File: src/rtl/memory_pkg.sv
// Shared encodings and default geometry for the stack memory controller
// and its stack pointer unit.
package memory_pkg;

  localparam logic [2:0] OP_NOP   = 3'd0;
  localparam logic [2:0] OP_LOAD  = 3'd1;
  localparam logic [2:0] OP_STORE = 3'd2;
  localparam logic [2:0] OP_PUSH  = 3'd3;
  localparam logic [2:0] OP_POP   = 3'd4;
  localparam logic [2:0] OP_CALL  = 3'd5;
  localparam logic [2:0] OP_RET   = 3'd6;

  localparam int          DEF_ADDR_W      = 12;
  localparam logic [11:0] DEF_STACK_TOP   = 12'hFFF;
  localparam logic [11:0] DEF_STACK_LIMIT = 12'h800;

  localparam logic [0:0] ST_IDLE   = 1'b0;
  localparam logic [0:0] ST_SECOND = 1'b1;

endpackage

File: src/rtl/stack_pointer.sv
// Stack pointer register with +1/-1/+2/-2 updates and the bound checks
// used to reject pushes/pops that would leave the stack window.
module stack_pointer
  import memory_pkg::*;
#(
  parameter int                ADDR_W      = DEF_ADDR_W,
  parameter logic [ADDR_W-1:0] STACK_TOP   = DEF_STACK_TOP,
  parameter logic [ADDR_W-1:0] STACK_LIMIT = DEF_STACK_LIMIT
) (
  input  logic              i_clk,
  input  logic              i_reset,
  input  logic              i_inc1,
  input  logic              i_dec1,
  input  logic              i_inc2,
  input  logic              i_dec2,
  output logic [ADDR_W-1:0] o_sp,
  output logic [ADDR_W-1:0] o_sp_p1,
  output logic [ADDR_W-1:0] o_sp_p2,
  output logic [ADDR_W-1:0] o_sp_m1,
  output logic              o_push_fault,
  output logic              o_call_fault,
  output logic              o_pop_fault,
  output logic              o_ret_fault
);

  logic [ADDR_W-1:0] r_sp;

  always_ff @(posedge i_clk) begin
    if (i_reset) begin
      r_sp <= STACK_TOP;
    end else if (i_inc1) begin
      r_sp <= r_sp + ADDR_W'(1);
    end else if (i_dec1) begin
      r_sp <= r_sp - ADDR_W'(1);
    end else if (i_inc2) begin
      r_sp <= r_sp + ADDR_W'(2);
    end else if (i_dec2) begin
      r_sp <= r_sp - ADDR_W'(2);
    end
  end

  assign o_sp    = r_sp;
  assign o_sp_p1 = r_sp + ADDR_W'(1);
  assign o_sp_p2 = r_sp + ADDR_W'(2);
  assign o_sp_m1 = r_sp - ADDR_W'(1);

  // CALL/RET move two words, so their bounds are one word tighter.
  assign o_push_fault = (r_sp < STACK_LIMIT);
  assign o_call_fault = (r_sp < (STACK_LIMIT + ADDR_W'(1)));
  assign o_pop_fault  = (r_sp > (STACK_TOP - ADDR_W'(1)));
  assign o_ret_fault  = (r_sp > (STACK_TOP - ADDR_W'(2)));

endmodule

File: src/rtl/stack_memory_controller.sv
// Execute-memory stage controller: decodes memory ops, owns SP, sequences
// two-word CALL/RET transfers and registers load/pop/return-PC results.
module stack_memory_controller
  import memory_pkg::*;
#(
  parameter int                ADDR_W      = DEF_ADDR_W,
  parameter logic [ADDR_W-1:0] STACK_TOP   = DEF_STACK_TOP,
  parameter logic [ADDR_W-1:0] STACK_LIMIT = DEF_STACK_LIMIT
) (
  input  logic        i_clk,
  input  logic        i_reset,
  input  logic        i_valid,
  input  logic [2:0]  i_op,
  input  logic [15:0] i_address,
  input  logic [15:0] i_write_data,
  input  logic [31:0] i_pc,
  input  logic [15:0] i_mem_read_data,
  output logic [15:0] o_mem_address,
  output logic [15:0] o_mem_write_data,
  output logic        o_mem_read,
  output logic        o_mem_write,
  output logic        o_stall,
  output logic        o_done,
  output logic [15:0] o_read_data,
  output logic [31:0] o_ret_pc,
  output logic [15:0] o_sp,
  output logic        o_stack_fault
);

  function automatic logic [15:0] zext(input logic [ADDR_W-1:0] v);
    logic [15:0] r;
    r = '0;
    r[ADDR_W-1:0] = v;
    return r;
  endfunction

  logic [0:0]  r_state;
  logic        r_sec_ret;
  logic [15:0] r_pc_lo;
  logic [15:0] r_read_data;
  logic [31:0] r_ret_pc;
  logic        r_done;
  logic        r_fault;

  logic [ADDR_W-1:0] w_sp, w_sp_p1, w_sp_p2, w_sp_m1;
  logic w_push_fault, w_call_fault, w_pop_fault, w_ret_fault;
  logic w_idle, w_act;
  logic w_load, w_store, w_push, w_pop, w_call, w_ret;
  logic w_push_ok, w_pop_ok, w_call_ok, w_ret_ok, w_fault;
  logic w_sec_call, w_sec_ret;
  logic [15:0] w_addr, w_wdata;
  logic        w_rd, w_wr;

  assign w_idle  = (r_state == ST_IDLE);
  assign w_act   = w_idle & i_valid;
  assign w_load  = w_act & (i_op == OP_LOAD);
  assign w_store = w_act & (i_op == OP_STORE);
  assign w_push  = w_act & (i_op == OP_PUSH);
  assign w_pop   = w_act & (i_op == OP_POP);
  assign w_call  = w_act & (i_op == OP_CALL);
  assign w_ret   = w_act & (i_op == OP_RET);

  assign w_push_ok = w_push & ~w_push_fault;
  assign w_pop_ok  = w_pop  & ~w_pop_fault;
  assign w_call_ok = w_call & ~w_call_fault;
  assign w_ret_ok  = w_ret  & ~w_ret_fault;
  assign w_fault   = (w_push & w_push_fault) | (w_pop & w_pop_fault) |
                     (w_call & w_call_fault) | (w_ret & w_ret_fault);

  assign w_sec_call = ~w_idle & ~r_sec_ret;
  assign w_sec_ret  = ~w_idle &  r_sec_ret;

  stack_pointer #(
    .ADDR_W      (ADDR_W),
    .STACK_TOP   (STACK_TOP),
    .STACK_LIMIT (STACK_LIMIT)
  ) u_sp (
    .i_clk        (i_clk),
    .i_reset      (i_reset),
    .i_inc1       (w_pop_ok),
    .i_dec1       (w_push_ok),
    .i_inc2       (w_sec_ret),
    .i_dec2       (w_sec_call),
    .o_sp         (w_sp),
    .o_sp_p1      (w_sp_p1),
    .o_sp_p2      (w_sp_p2),
    .o_sp_m1      (w_sp_m1),
    .o_push_fault (w_push_fault),
    .o_call_fault (w_call_fault),
    .o_pop_fault  (w_pop_fault),
    .o_ret_fault  (w_ret_fault)
  );

  // Access-cycle address/data mux; SP stays put until the last word of CALL/RET.
  always_comb begin
    w_addr  = '0;
    w_wdata = '0;
    w_rd    = 1'b0;
    w_wr    = 1'b0;
    if (w_idle) begin
      if (w_load) begin
        w_addr = i_address;
        w_rd   = 1'b1;
      end else if (w_store) begin
        w_addr  = i_address;
        w_wdata = i_write_data;
        w_wr    = 1'b1;
      end else if (w_push_ok) begin
        w_addr  = zext(w_sp);
        w_wdata = i_write_data;
        w_wr    = 1'b1;
      end else if (w_pop_ok || w_ret_ok) begin
        w_addr = zext(w_sp_p1);
        w_rd   = 1'b1;
      end else if (w_call_ok) begin
        w_addr  = zext(w_sp);
        w_wdata = i_pc[31:16];
        w_wr    = 1'b1;
      end
    end else if (r_sec_ret) begin
      w_addr = zext(w_sp_p2);
      w_rd   = 1'b1;
    end else begin
      w_addr  = zext(w_sp_m1);
      w_wdata = r_pc_lo;
      w_wr    = 1'b1;
    end
  end

  assign o_mem_address    = w_addr;
  assign o_mem_write_data = w_wdata;
  assign o_mem_read       = w_rd & ~i_reset;
  assign o_mem_write      = w_wr & ~i_reset;
  assign o_stall          = (w_call_ok | w_ret_ok) & ~i_reset;

  always_ff @(posedge i_clk) begin
    if (i_reset) begin
      r_state     <= ST_IDLE;
      r_sec_ret   <= 1'b0;
      r_read_data <= '0;
      r_ret_pc    <= '0;
      r_done      <= 1'b0;
      r_fault     <= 1'b0;
    end else begin
      r_state <= (w_call_ok | w_ret_ok) ? ST_SECOND : ST_IDLE;
      if (w_call_ok | w_ret_ok) begin
        r_sec_ret <= w_ret_ok;
      end
      r_done  <= w_load | w_store | w_push_ok | w_pop_ok | ~w_idle;
      r_fault <= w_fault;
      if (w_load | w_pop_ok) begin
        r_read_data <= i_mem_read_data;
      end
      if (w_ret_ok) begin
        r_ret_pc[15:0] <= i_mem_read_data;
      end
      if (w_sec_ret) begin
        r_ret_pc[31:16] <= i_mem_read_data;
      end
    end
  end

  // Low PC half is held for the second CALL word so SECOND needs no live inputs.
  always_ff @(posedge i_clk) begin
    if (w_call_ok) begin
      r_pc_lo <= i_pc[15:0];
    end
  end

  assign o_done        = r_done;
  assign o_stack_fault = r_fault;
  assign o_read_data   = r_read_data;
  assign o_ret_pc      = r_ret_pc;
  assign o_sp          = zext(w_sp);

endmodule

File: config.mk
export PLATFORM = sky130hd
export DESIGN_NAME = stack_memory_controller
export DESIGN_NICKNAME = d
export VERILOG_FILES = /design/src/rtl/memory_pkg.sv /design/src/rtl/stack_pointer.sv /design/src/rtl/stack_memory_controller.sv
export SDC_FILE = /design/constraint.sdc
export NUM_CORES = 1
export LEC_CHECK = 0
export ABC_AREA = 1
export BUFFER_PORTS_ARGS = -buffer_cell sky130_fd_sc_hd__buf_2
export CORE_MARGIN = 3
export CORE_UTILIZATION = 45
export CTS_BUF_LIST = sky130_fd_sc_hd__clkbuf_4
export CTS_CLUSTER_DIAMETER = 200
export CTS_CLUSTER_SIZE = 30
export DETAILED_ROUTE_END_ITERATION = 8
export GPL_TIMING_DRIVEN = 0
export PLACE_DENSITY_LB_ADDON = 0.2
export SKIP_LAST_GASP = 1
export SLEW_MARGIN = 20
export SYNTH_ARGS = -nofsm -noshare
export SYNTH_HDL_FRONTEND = slang
export SYNTH_HIERARCHICAL = 1
export SYNTH_SLANG_ARGS = --single-unit
File: constraint.sdc
create_clock -name i_clk -period 7.6 [get_ports i_clk]
set_input_delay 1.9 -clock i_clk [delete_from_list [all_inputs] [get_ports i_clk]]
set_output_delay 1.9 -clock i_clk [all_outputs]
set_load 0.01 [all_outputs]
==> metrics.txt <==
# TYPE chip_impl_metric gauge
chip_impl_metric{name="drt_drc_violations_left",unit=""} 0
chip_impl_metric{name="finish.net_count",unit=""} 1053
chip_impl_metric{name="pre_cts_ws",unit="ps"} 2360
chip_impl_metric{name="fp-row-count",unit=""} 38
chip_impl_info{name="crit_path_start_kind",value="flop"} 1
chip_impl_metric{name="timing_hold_violations_final",unit=""} 0
chip_impl_metric{name="layout.filler_cells",unit=""} 1153
chip_impl_metric{name="cts_max_path_buffers",unit=""} 2
chip_impl_metric{name="cts-htree-levels",unit=""} 3
chip_impl_metric{name="place.gp.congestion",unit=""} 0.949
chip_impl_metric{name="cap_violations",unit=""} 0
chip_impl_metric{name="ant_nets",unit=""} 0
chip_impl_metric{name="cts-resized-gates",unit=""} 0
chip_impl_metric{name="max_freq",unit="MHz"} 187
chip_impl_metric{name="drtIter0Drc",unit=""} 532
chip_impl_metric{name="antennaDiodeCount",unit=""} 0
chip_impl_metric{name="synth.distinct_cells",unit=""} 43
chip_impl_metric{name="antenna_violations_before_repair",unit=""} 0
chip_impl_metric{name="floorplan.die.width",unit="µm"} 113
chip_impl_metric{name="clock_latency_on_the_worst_skew_pair",unit="ps"} 460
chip_impl_metric{name="worst_clock_skew",unit="ps"} 33.9
chip_impl_metric{name="power.switching_fraction",unit=""} 0.381
chip_impl_metric{name="max_slew.worst_pin.slew",unit="ps"} 596
chip_impl_metric{name="wl_per_cell",unit="µm"} 15.1
chip_impl_metric{name="fp.dieArea",unit="mm²"} 0.0128
chip_impl_metric{name="setup-tns-final",unit="ps"} 0
chip_impl_metric{name="first_global_vias",unit=""} 5163
chip_impl_metric{name="clock_transition_at_the_register_clock_pins_on_the_worst_setup_and_hold_paths_after_cts",unit="ps"} 170
chip_impl_metric{name="p_leak",unit="nW"} 3.29
chip_impl_metric{name="flip_flop_and_latch_count_after_synthesis",unit=""} 80
chip_impl_metric{name="sequential_share_of_the_synthesized_area",unit=""} 0.342
chip_impl_metric{name="die_height",unit="µm"} 113
chip_impl_metric{name="reg2reg_depth",unit=""} 17
chip_impl_metric{name="grt_resource_usage_total",unit=""} 0.257
chip_impl_info{name="worst_setup_path_end_kind",value="output port"} 1
chip_impl_metric{name="yosys_warnings",unit=""} 6
chip_impl_metric{name="vias",unit=""} 5802
chip_impl_info{name="r2r-start",value="u_sp/o_sp[2]"} 1
chip_impl_info{name="criticalPathCategory",value="reg -> out"} 1
chip_impl_metric{name="detail_route.vias_per_cell",unit=""} 5.24
chip_impl_metric{name="power.clock.fraction",unit=""} 0.262
chip_impl_info{name="timing.hold.worst.start",value="o_read_data[15]"} 1
chip_impl_metric{name="post_synth_inst_count",unit=""} 766
chip_impl_metric{name="timing.final.crit_period",unit="ps"} 5350
chip_impl_metric{name="dp.final_hpwl",unit="µm"} 12500
chip_impl_metric{name="share_seq_of_total_power",unit=""} 0.417
chip_impl_info{name="run_status",value="completed"} 1
chip_impl_metric{name="p_int",unit="W"} 0.000692
chip_impl_metric{name="net-switching-power",unit="W"} 0.000426
chip_impl_metric{name="hold_depth",unit=""} 2
chip_impl_metric{name="ir_drop",unit="mV"} 0.117
chip_impl_metric{name="postRouteWirelength",unit="µm"} 16700
chip_impl_metric{name="grt_max_degree",unit=""} 26
chip_impl_metric{name="cts.hold.buffers_added",unit=""} 0
chip_impl_metric{name="portBuffers",unit=""} 182
chip_impl_metric{name="detailedRoute.firstPassIterationCount",unit=""} 7
chip_impl_info{name="worstReg2RegEnd",value="u_sp/o_sp[11]"} 1
chip_impl_metric{name="finalMaxSlewViolations",unit=""} 0
chip_impl_metric{name="setup_viol",unit=""} 0
chip_impl_metric{name="power.density",unit="mW/mm²"} 175
chip_impl_metric{name="reg_to_reg_slack_setup",unit="ps"} 4260
chip_impl_metric{name="post-cts-setup-buffer-count",unit=""} 0
chip_impl_metric{name="global_route_wire_length_before_repair",unit="µm"} 26300
chip_impl_info{name="grt_setup_unrepaired",value="false"} 1
chip_impl_metric{name="syn-mean-instance-area",unit="µm²"} 6.73
chip_impl_info{name="tritoncts",value="yes"} 1
chip_impl_metric{name="fin_crit_sh",unit=""} 0.704
chip_impl_metric{name="clock_sinks",unit=""} 80
chip_impl_metric{name="initial_core_util",unit=""} 0.467
chip_impl_metric{name="pin_count",unit=""} 187
chip_impl_metric{name="final_design_area_no_fill",unit="mm²"} 0.00640
chip_impl_metric{name="core",unit="mm²"} 0.0110
chip_impl_metric{name="cts-buffers-inserted",unit=""} 9
chip_impl_metric{name="max-slew-margin-rel",unit=""} 0.602
chip_impl_metric{name="syn-cell-area",unit="mm²"} 0.00515
chip_impl_info{name="hold_end",value="o_read_data[15]"} 1
chip_impl_metric{name="critical_path.max_fanout",unit=""} 25
chip_impl_info{name="root_buf_cell",value="clkbuf_4"} 1
chip_impl_info{name="hold_path.class",value="reg -> reg"} 1
chip_impl_metric{name="placed_cell_area",unit="mm²"} 0.00625
chip_impl_metric{name="grt.overflow.total",unit=""} 0
chip_impl_metric{name="final_layout_size_suffix_gt1_frac",unit=""} 0.283
chip_impl_metric{name="power.combinational.fraction",unit=""} 0.321
chip_impl_metric{name="final_critical_path_setup_slack",unit="ps"} 2250
chip_impl_metric{name="layout-area-overhead-vs-synth",unit="%"} 24.2
chip_impl_metric{name="cp.arrival",unit="ps"} 3450
chip_impl_metric{name="worst_ep_required_time",unit="ps"} 5700
-- registers in the layout, indices dropped and copies added (netlist names) --
| signal | flops |
|---|---|
| o_ret_pc | 32 |
| o_read_data | 16 |
| u_sp/o_sp | 12 |
| r_pc_lo | 16 |
| r_sec_ret | 1 |
| o_done | 1 |
| r_state | 1 |
| o_stack_fault | 1 |
-- power by group through the flow --
stage | combinational [W] | sequential [W] | clock, W
global placement | 0.000351 | 0.000475 | 0
global route | 0.000399 | 0.000469 | 0.000313
detailed placement | 0.000353 | 0.000475 | 0
floorplan | 0.000237 | 0.000478 | 0
CTS | 0.000355 | 0.000466 | 0.000296
finish | 0.000359 | 0.000466 | 0.000293
-- worst max-delay path: stages, from the launching register on --
cell     delay, ps
dfxtp_1        520
buf_4          250
inv_1          160
ha_1           270
nand2_1        200
nor2_2         110
nand2_1         80
o21ai_0        180
nor3_4         480
buf_4          380
a22oi_1        140
nand2_1         90
buf_2          130
-- worst max-delay path by stage --
stage	start	end	slack, ps	depth (start not counted)
6_report	u_sp/o_sp[0]	o_mem_write_data[13]	2250	12
5_1_grt	u_sp/o_sp[0]	o_mem_write_data[13]	1960	12
4_1_cts	u_sp/o_sp[0]	o_mem_write_data[13]	2280	12
3_5_place_dp	i_op[2]	o_mem_write_data[13]	2360	7
3_3_place_gp	i_op[2]	o_mem_write_data[13]	2380	7
2_1_floorplan	i_valid	o_mem_write_data[10]	2870	5
-- Yosys cell counts (all sizes together) --
library cell | n | area share
conb | 1 | 0.00073
nor2 | 91 | 0.081
ha | 5 | 0.012
a22oi | 29 | 0.042
clkinv | 2 | 0.0015
nand3b | 1 | 0.0015
and2 | 4 | 0.0049
or2 | 1 | 0.0012
inv | 71 | 0.052
a21oi | 40 | 0.039
nor3 | 7 | 0.0090
dfxtp | 64 | 0.25
nor4 | 1 | 0.0012
xor2 | 9 | 0.015
xnor2 | 2 | 0.0034
o2111ai | 1 | 0.0017
nand3 | 58 | 0.057
buf | 34 | 0.052
o21ai | 26 | 0.026
a21o | 1 | 0.0015
nand4 | 7 | 0.0097
edfxtp | 16 | 0.093
nand2 | 259 | 0.20
o211ai | 4 | 0.0058
a211oi | 18 | 0.033
and3 | 1 | 0.0012
clkbuf | 13 | 0.0097
-- stage by stage --
| stage | total power, W | std cells | utilization | hold slack [ps] |
|---|---|---|---|---|
| after floorplan | 0.000715 | 769 | - | 453 |
| after global placement | 0.000826 | 1091 | 0.567 | 447 |
| after detailed placement | 0.000828 | 1091 | 0.567 | 454 |
| after CTS | 0.00112 | 1107 | 0.580 | 477 |
| after global routing | 0.00118 | 1107 | 0.580 | 500 |
| final | 0.00112 | 1107 | 0.580 | 474 |
-- layout make-up --
class                   count  area (µm²)  area share
clock inverters             7        83.8      0.0131
multi-input cells         569        2810       0.439
well taps                 140         175      0.0274
repair buffers            182         911       0.142
plain buffers              47         319      0.0498
inverters                  73         277      0.0432
flip-flops and latches     80        1760       0.275
clock buffers               9        67.6      0.0106
-- logic make-up (layout without fill, tap and decap cells) --
group	Yosys count	in the layout	synth area share
AO/OA/AOI/OAI	119	119	0.149
XOR/XNOR	11	11	0.0187
adder cells (fa/ha/maj)	5	5	0.0121
buffers and inverters	120	318	0.116
flip-flops	80	80	0.342
other	1	4	0.000728
AND/OR/NAND/NOR	430	430	0.362
-- layer usage --
metal / vias to the layer above / wire length (µm) / GRT usage
li1: 2864 / - / -
met1: 2599 / 7040 / 0.357
met2: 317 / 7540 / 0.410
met3: 22 / 1830 / 0.0513
met4: 0 / 287 / 0.0633
met5: - / 0 / 0
-- layout by cell type (no fill, tap or decap), types with 6 or more instances in the layout --
cell type / count
a211oi_2: 7
edfxtp_1: 16
nor2_2: 8
a21oi_1: 40
nor3_1: 6
xor2_1: 9
nand4_1: 6
o21ai_0: 22
clkbuf_1: 12
dfxtp_1: 64
a211oi_1: 11
a22oi_1: 29
inv_1: 66
nand2_1: 249
nand2_2: 8
nor2_1: 77
clkbuf_4: 9
buf_4: 12
buf_2: 193
nand3_1: 57
buf_6: 11
Power figures use the tool's default switching activity.
